**src/rtl/alu_pkg.sv**
```systemverilog
// Shared opcodes, CCR bit masks and sequencer state encoding for the ALU
// round-robin sequencer and its combinational core.
package alu_pkg;

  localparam logic [2:0] OP_ADD  = 3'b000;
  localparam logic [2:0] OP_SUB  = 3'b001;
  localparam logic [2:0] OP_AND  = 3'b010;
  localparam logic [2:0] OP_OR   = 3'b011;
  localparam logic [2:0] OP_XOR  = 3'b100;
  localparam logic [2:0] OP_NOT  = 3'b101;
  localparam logic [2:0] OP_PASS = 3'b110;
  localparam logic [2:0] OP_RSV  = 3'b111;

  localparam logic [3:0] C_MASK = 4'b1000;
  localparam logic [3:0] V_MASK = 4'b0100;
  localparam logic [3:0] N_MASK = 4'b0010;
  localparam logic [3:0] Z_MASK = 4'b0001;

  typedef enum logic [1:0] {
    S_IDLE  = 2'd0,
    S_EXEC  = 2'd1,
    S_FLAGS = 2'd2,
    S_DONE  = 2'd3
  } state_t;

  // Only ADD and SUB produce meaningful carry/overflow.
  function automatic logic is_arith(input logic [2:0] op);
    return (op == OP_ADD) || (op == OP_SUB);
  endfunction

endpackage

```
**src/rtl/alu_core.sv**
```systemverilog
// Stateless ALU: (op, a, b) -> (r, c_out, v_out). c_out is the borrow for SUB.
module alu_core
  import alu_pkg::*;
#(
  parameter int op_size = 4
) (
  input  logic [2:0]         op,
  input  logic [op_size-1:0] a,
  input  logic [op_size-1:0] b,
  output logic [op_size-1:0] r,
  output logic               c_out,
  output logic               v_out
);

  localparam int MSB = op_size - 1;

  logic [op_size:0] sum;
  logic [op_size:0] diff;

  assign sum  = {1'b0, a} + {1'b0, b};
  assign diff = {1'b0, a} - {1'b0, b};

  always_comb begin
    r     = '0;
    c_out = 1'b0;
    v_out = 1'b0;
    case (op)
      OP_ADD: begin
        r     = sum[MSB:0];
        c_out = sum[op_size];
        v_out = (a[MSB] == b[MSB]) && (r[MSB] != a[MSB]);
      end
      OP_SUB: begin
        // The extra top bit of the widened difference is set exactly when a < b.
        r     = diff[MSB:0];
        c_out = diff[op_size];
        v_out = (a[MSB] != b[MSB]) && (r[MSB] != a[MSB]);
      end
      OP_AND:  r = a & b;
      OP_OR:   r = a | b;
      OP_XOR:  r = a ^ b;
      OP_NOT:  r = ~a;
      OP_PASS: r = a;
      default: r = '0;
    endcase
  end

endmodule

```
**src/rtl/alu_rr_sequencer.sv**
```systemverilog
// Two-port round-robin front end for alu_core; runs IDLE->EXEC->FLAGS->DONE per op
// and is the sole owner of the {C,V,N,Z} condition code register.
module alu_rr_sequencer
  import alu_pkg::*;
#(
  parameter int op_size = 4
) (
  input  logic               clk,
  input  logic               rst_n,
  input  logic               req0,
  input  logic [2:0]         op0,
  input  logic [op_size-1:0] a0,
  input  logic [op_size-1:0] b0,
  input  logic               req1,
  input  logic [2:0]         op1,
  input  logic [op_size-1:0] a1,
  input  logic [op_size-1:0] b1,
  output logic [1:0]         grant,
  output logic               done0,
  output logic               done1,
  output logic [op_size-1:0] result,
  output logic [3:0]         ccr,
  output logic               busy,
  output logic               illegal,
  output state_t             state_dbg
);

  // Handshake: a requester raises reqN with opN/aN/bN stable and keeps them until
  // doneN pulses; operands are captured only in IDLE, so later changes are ignored,
  // and a req still high after its done counts as a fresh request.

  state_t             state, state_nx;
  logic               rr_last;
  logic [2:0]         op_q;
  logic [op_size-1:0] a_q, b_q;
  logic               c_q, v_q;
  logic [op_size-1:0] alu_r;
  logic               alu_c, alu_v;
  logic               any_req;
  logic               win1;
  logic [3:0]         flags_new;
  logic [3:0]         upd_mask;

  alu_core #(.op_size(op_size)) u_core (
    .op    (op_q),
    .a     (a_q),
    .b     (b_q),
    .r     (alu_r),
    .c_out (alu_c),
    .v_out (alu_v)
  );

  assign any_req = req0 | req1;
  // On a tie, the port that did not win last time takes the grant.
  assign win1    = req1 & (~req0 | ~rr_last);

  assign flags_new = {c_q, v_q, result[op_size-1], (result == '0)};
  assign upd_mask  = is_arith(op_q) ? (C_MASK | V_MASK | N_MASK | Z_MASK)
                                    : (N_MASK | Z_MASK);

  always_ff @(posedge clk) begin
    if (!rst_n) state <= S_IDLE;
    else        state <= state_nx;
  end

  always_comb begin
    state_nx = state;
    case (state)
      S_IDLE:  if (any_req) state_nx = S_EXEC;
      S_EXEC:  state_nx = S_FLAGS;
      S_FLAGS: state_nx = S_DONE;
      S_DONE:  state_nx = S_IDLE;
      default: state_nx = S_IDLE;
    endcase
  end

  always_ff @(posedge clk) begin
    if (!rst_n) begin
      grant   <= 2'b00;
      result  <= '0;
      ccr     <= 4'b0000;
      rr_last <= 1'b1;
      op_q    <= 3'b000;
      a_q     <= '0;
      b_q     <= '0;
      c_q     <= 1'b0;
      v_q     <= 1'b0;
    end else begin
      case (state)
        S_IDLE: begin
          if (any_req) begin
            grant <= win1 ? 2'b10 : 2'b01;
            op_q  <= win1 ? op1 : op0;
            a_q   <= win1 ? a1 : a0;
            b_q   <= win1 ? b1 : b0;
          end
        end
        S_EXEC: begin
          if (op_q != OP_RSV) begin
            result <= alu_r;
            c_q    <= alu_c;
            v_q    <= alu_v;
          end
        end
        S_FLAGS: begin
          // Logic ops rewrite only N/Z; C/V survive from the last arithmetic op.
          if (op_q != OP_RSV) ccr <= (ccr & ~upd_mask) | (flags_new & upd_mask);
          rr_last <= grant[1];
        end
        S_DONE:  grant <= 2'b00;
        default: grant <= 2'b00;
      endcase
    end
  end

  assign done0     = (state == S_DONE) & grant[0];
  assign done1     = (state == S_DONE) & grant[1];
  assign illegal   = (state == S_DONE) & (op_q == OP_RSV);
  assign busy      = (state != S_IDLE);
  assign state_dbg = state;

endmodule
```
**config.mk**
```make
export PLATFORM = sky130hd
export DESIGN_NAME = alu_rr_sequencer
export DESIGN_NICKNAME = d
export VERILOG_FILES = /design/src/rtl/alu_pkg.sv /design/src/rtl/alu_core.sv /design/src/rtl/alu_rr_sequencer.sv
export SDC_FILE = /design/constraint.sdc
export NUM_CORES = 1
export LEC_CHECK = 0
export ABC_AREA = 1
export CELL_PAD_IN_SITES_DETAIL_PLACEMENT = 1
export CELL_PAD_IN_SITES_GLOBAL_PLACEMENT = 2
export CORE_ASPECT_RATIO = 1.75
export CORE_UTILIZATION = 27
export DETAILED_ROUTE_END_ITERATION = 10
export PLACE_DENSITY_LB_ADDON = 0.05
export SETUP_SLACK_MARGIN = 0.5
export SLEW_MARGIN = 30
export SYNTH_ARGS = -nofsm -noshare
export SYNTH_HDL_FRONTEND = slang
export SYNTH_SLANG_ARGS = --single-unit
```
**constraint.sdc**
```tcl
create_clock -name clk -period 2.1 [get_ports clk]
set_input_delay 0.42 -clock clk [delete_from_list [all_inputs] [get_ports clk]]
set_output_delay 0.42 -clock clk [all_outputs]
set_load 0.01 [all_outputs]
```
==> summary.md <==
The run finished with clean final reports. Clock period minus final worst setup slack: 1.59 ns. TritonCTS built the clock tree.

The logs give 0 for the total setup violations reported at the end of the flow and 2035 for the via count of the first global-routing pass. Measured along the x axis, the die boundary spans 64.5 microns. Share of post-route cells with drive strength above 1: 23.8%.

The initial antenna violation count was 0. The run gives 42 as the I/O pin count. Counting every sink on the clock net gives 26. The worst setup path is launched from a flop.

Global routing consumed, on the met2 layer, 33.8% of the routing resources. Sequential elements use 28.2% of the synthesized area. The worst register-to-register path ends at result[2]. The H-tree depth is 1. Of all cell types, the one taking the most synthesized area is dfxtp_1. After detailed routing, the total wire length is 6190 microns. For this run, the top clock speed supported by timing is 630 MHz. Synthesis inferred 26 register bits.

The overall die height was 111 microns; the total nets after synthesis was 310. The total of hold buffers inserted after clock tree synthesis was 0. The library cell used most frequently in the layout, excluding fill and tap cells, is nand2_1.

The final-stage net count was 364; the synthesis-to-layout area growth was 42.3%. For the global-route usage over all layers, the log shows 18.2%. The final standard cell utilization of the core came out at 40.1%. Dividing total power by cell area gives a power density of 1190 nW/um^2. The worst hold path passes through 2 cells. The residual antenna-violating net count after detailed routing is 0, and the later-pin clock latency in the skew report is 0.26 ns.

The tools report the wire length of the first global-routing pass as 10000 microns. Buffers inserted during clock tree synthesis total 3. The floorplan has 39 rows. CTS placed an instance of clkbuf_16 at the clock tree root. Summed over all failing endpoints, the final setup total negative slack is 0 ns. The commonest register cell after synthesis was dfxtp_1.

Counting distinct cell types in the post-synthesis netlist gives 32. The tightest hold path in the finished design has a slack of 0.465 ns. The worst setup path is captured at a flop. The longest clock path from root to sink contains 2 buffers.

The detailed router's first-iteration violation count is 33, and the antenna diode instance count is 0. On the critical path the largest part of the delay comes from adder cells. The cell count after placement was 392; the total standard cell area after synthesis was 1840 sq um.

The number of cells on the worst reg-to-reg path is 8. Routability-driven placement finished with a final weighted congestion of 0.837. The global routing stage identified its most utilized layer as met2. Entering global routing, the biggest net connects 18 pins. After global routing the overflow that remains totals 0. Once detailed placement completed, the half-perimeter wirelength came to 4900 microns. Routing usage on met1: 20.3%.

The tools report the static leakage power as 1.16 nW. Worst-path cell with the longest stage delay: fa_2. At the worst endpoint, the required time is 2.26 ns. Among the stages of the critical path, the cell type that occurs most often is nand2_1. For this run, the number of standard cells in the final layout without fillers is 401. The detailed router placed 1879 vias in this run. The tools report the worst endpoint data arrival time as 1.74 ns. VDD sags by at most 0.000557 V. Counting flops with an async set or reset pin after synthesis yields a share of 0%. For the pin with the worst max-slew slack, the measured transition is 0.333 ns. The filler cell count in the final layout was 858; the total stage count of the critical path was 8. On the worst path, the slowest cell contributes a delay of 0.37 ns. The logs give 28.2% for the effective utilization at floorplan and 77.6% for the headroom to the max-slew limit. The average size of a mapped cell works out to 6.93 sq um.

The startpoint identified for the worst hold timing path is v_q. The setup slack of the worst register-to-register path was 0.51 ns. Counting every instance in the synthesized netlist gives 266. The total area inside the core boundary comes to 6540 sq um.

In the layout the commonest cells are nand2_1 (75), clkdlybuf4s50_1 (28), inv_1 (25), nor2_1 (18), nand3_1 (17). The total iterations of the first detailed-routing run is 4. The kind of path behind the tightest hold check is flop to flop. The worst register-to-register path begins at b_q[0].

The total die area was 7170 sq um. The Yosys step of the flow raised 0 warnings. The synthesized design devotes to its leading area cell type 28.2% of total area.

The wire length per cell after detailed routing is 15.4 microns. The worst clock skew was 0.00483 ns. The average via count per standard cell was 4.69; the register clock-pin slew on the reported worst setup and hold paths was 0.07 ns. The portion of the clock cycle consumed by the worst path in the final layout was 75.5%; the number of buffers and inverters on the critical path was 0. Setup repair after global routing could not meet its margin everywhere.

For the global routing met3 resource utilization, the log shows 1.65%. Of all nets on the critical path, the largest fanout is 4. Yosys attributes the largest share of cell area to dfxtp_1 (28%), nand2_1 (15%), ha_1 (11%). Counting flops with a built-in enable in the synthesized netlist gives 0. The number of max-slew violations in the final report was 0. The count of buffers added on input and output ports is 41.

The completed layout was analyzed and its total power is 3.12 mW. Traced cell by cell, the critical path runs through ha_2 -> fa_2 -> nand2_1 -> nand2_1 -> nand3_1 -> o211ai_1 -> nor2_2 -> nor2_1. For this run, design rule violations remaining after detail routing come to 0.

The tool flagged a number of max-cap violations equal to 0. The worst setup path is of the flop to flop kind. The count of final hold-check violations was 0.
[worst max-delay path by stage]
stage	start	endpoint	slack [ns]
5_1_grt	b_q[0]	result[2]	0.44
3_3_place_gp	state_dbg[0]	busy	0.27
6_report	b_q[0]	result[2]	0.51
2_1_floorplan	a_q[0]	result[1]	0.59
4_1_cts	state_dbg[1]	busy	0.27
3_5_place_dp	state_dbg[0]	busy	0.25
[metal layers]
layer / share of wire [%] / vias to the layer above / wire, microns
met4: 3.5 / 0 / 217
met5: 0 / - / 0
met2: 54 / 37 / 3370
li1: - / 964 / -
met1: 40 / 866 / 2460
met3: 2.3 / 12 / 142
[power by group]
part	switching [mW]	total, mW	internal, mW
clock	0.184	0.564	0.380
sequential	0.148	0.820	0.672
combinational	1.01	1.73	0.720
[cells in the mapped netlist (2+ instances only)]
master	n
nand2_1	76
buf_2	2
ha_1	16
nand3_2	2
nand3_1	17
o21ai_0	13
buf_6	2
nand4_1	3
o211ai_1	2
nor3_1	4
inv_2	3
dfxtp_1	26
buf_4	4
nor2_1	20
inv_1	32
a31oi_1	11
a21oi_1	13
nor2_2	2
fa_1	2
nor3_2	3
a21oi_2	2
[through the flow]
step / worst slack (ns) / cell area (sq um)
6_report: 0.514 / 2620
5_1_grt: 0.443 / 2620
4_1_cts: 0.270 / 2550
3_5_place_dp: 0.249 / 2380
3_3_place_gp: 0.273 / 2380
2_1_floorplan: 0.589 / 1840
[state kept, by name, summed over array words and instances, names as in the netlist, named ones only]
name / cells
state_dbg: 2
grant: 2
op_q: 3
ccr: 2
a_q: 4
c_q: 1
b_q: 4
rr_last: 1
v_q: 1
result: 4
[area by class of cell]
type	count	area (sq um)	area share, %
Multi-Input combinational cell	194	1200	45.8
Clock inverter	1	30.0	1.15
Tap cell	82	103	3.91
Timing Repair Buffer	58	527	20.1
Sequential cell	26	539	20.6
Clock buffer	3	75.1	2.86
Inverter	37	148	5.63
[cells by family (layout without fill, tap and decap cells)]
logic type	Yosys count	count (layout)	synth area share, %
flip-flops	26	26	28.2
buffers and inverters	46	99	11.3
AO/OA/AOI/OAI	44	44	14.4
adder cells (fa/ha/maj)	18	18	13.0
AND/OR/NAND/NOR	132	132	33.1
[what timing repair did]
item	in CTS	in global routing
setup buffers	3	2
setup endpoints to repair	16	17
gates resized for setup	29	35
pin swaps	2	8
[tightest hold or removal path, delay by kind of cell (launching register included)]
family	cells	cell delay [ns]
buf+inv	1	0.06
compound gates	1	0.06
flops	1	0.30
Power figures use the tool's default switching activity.
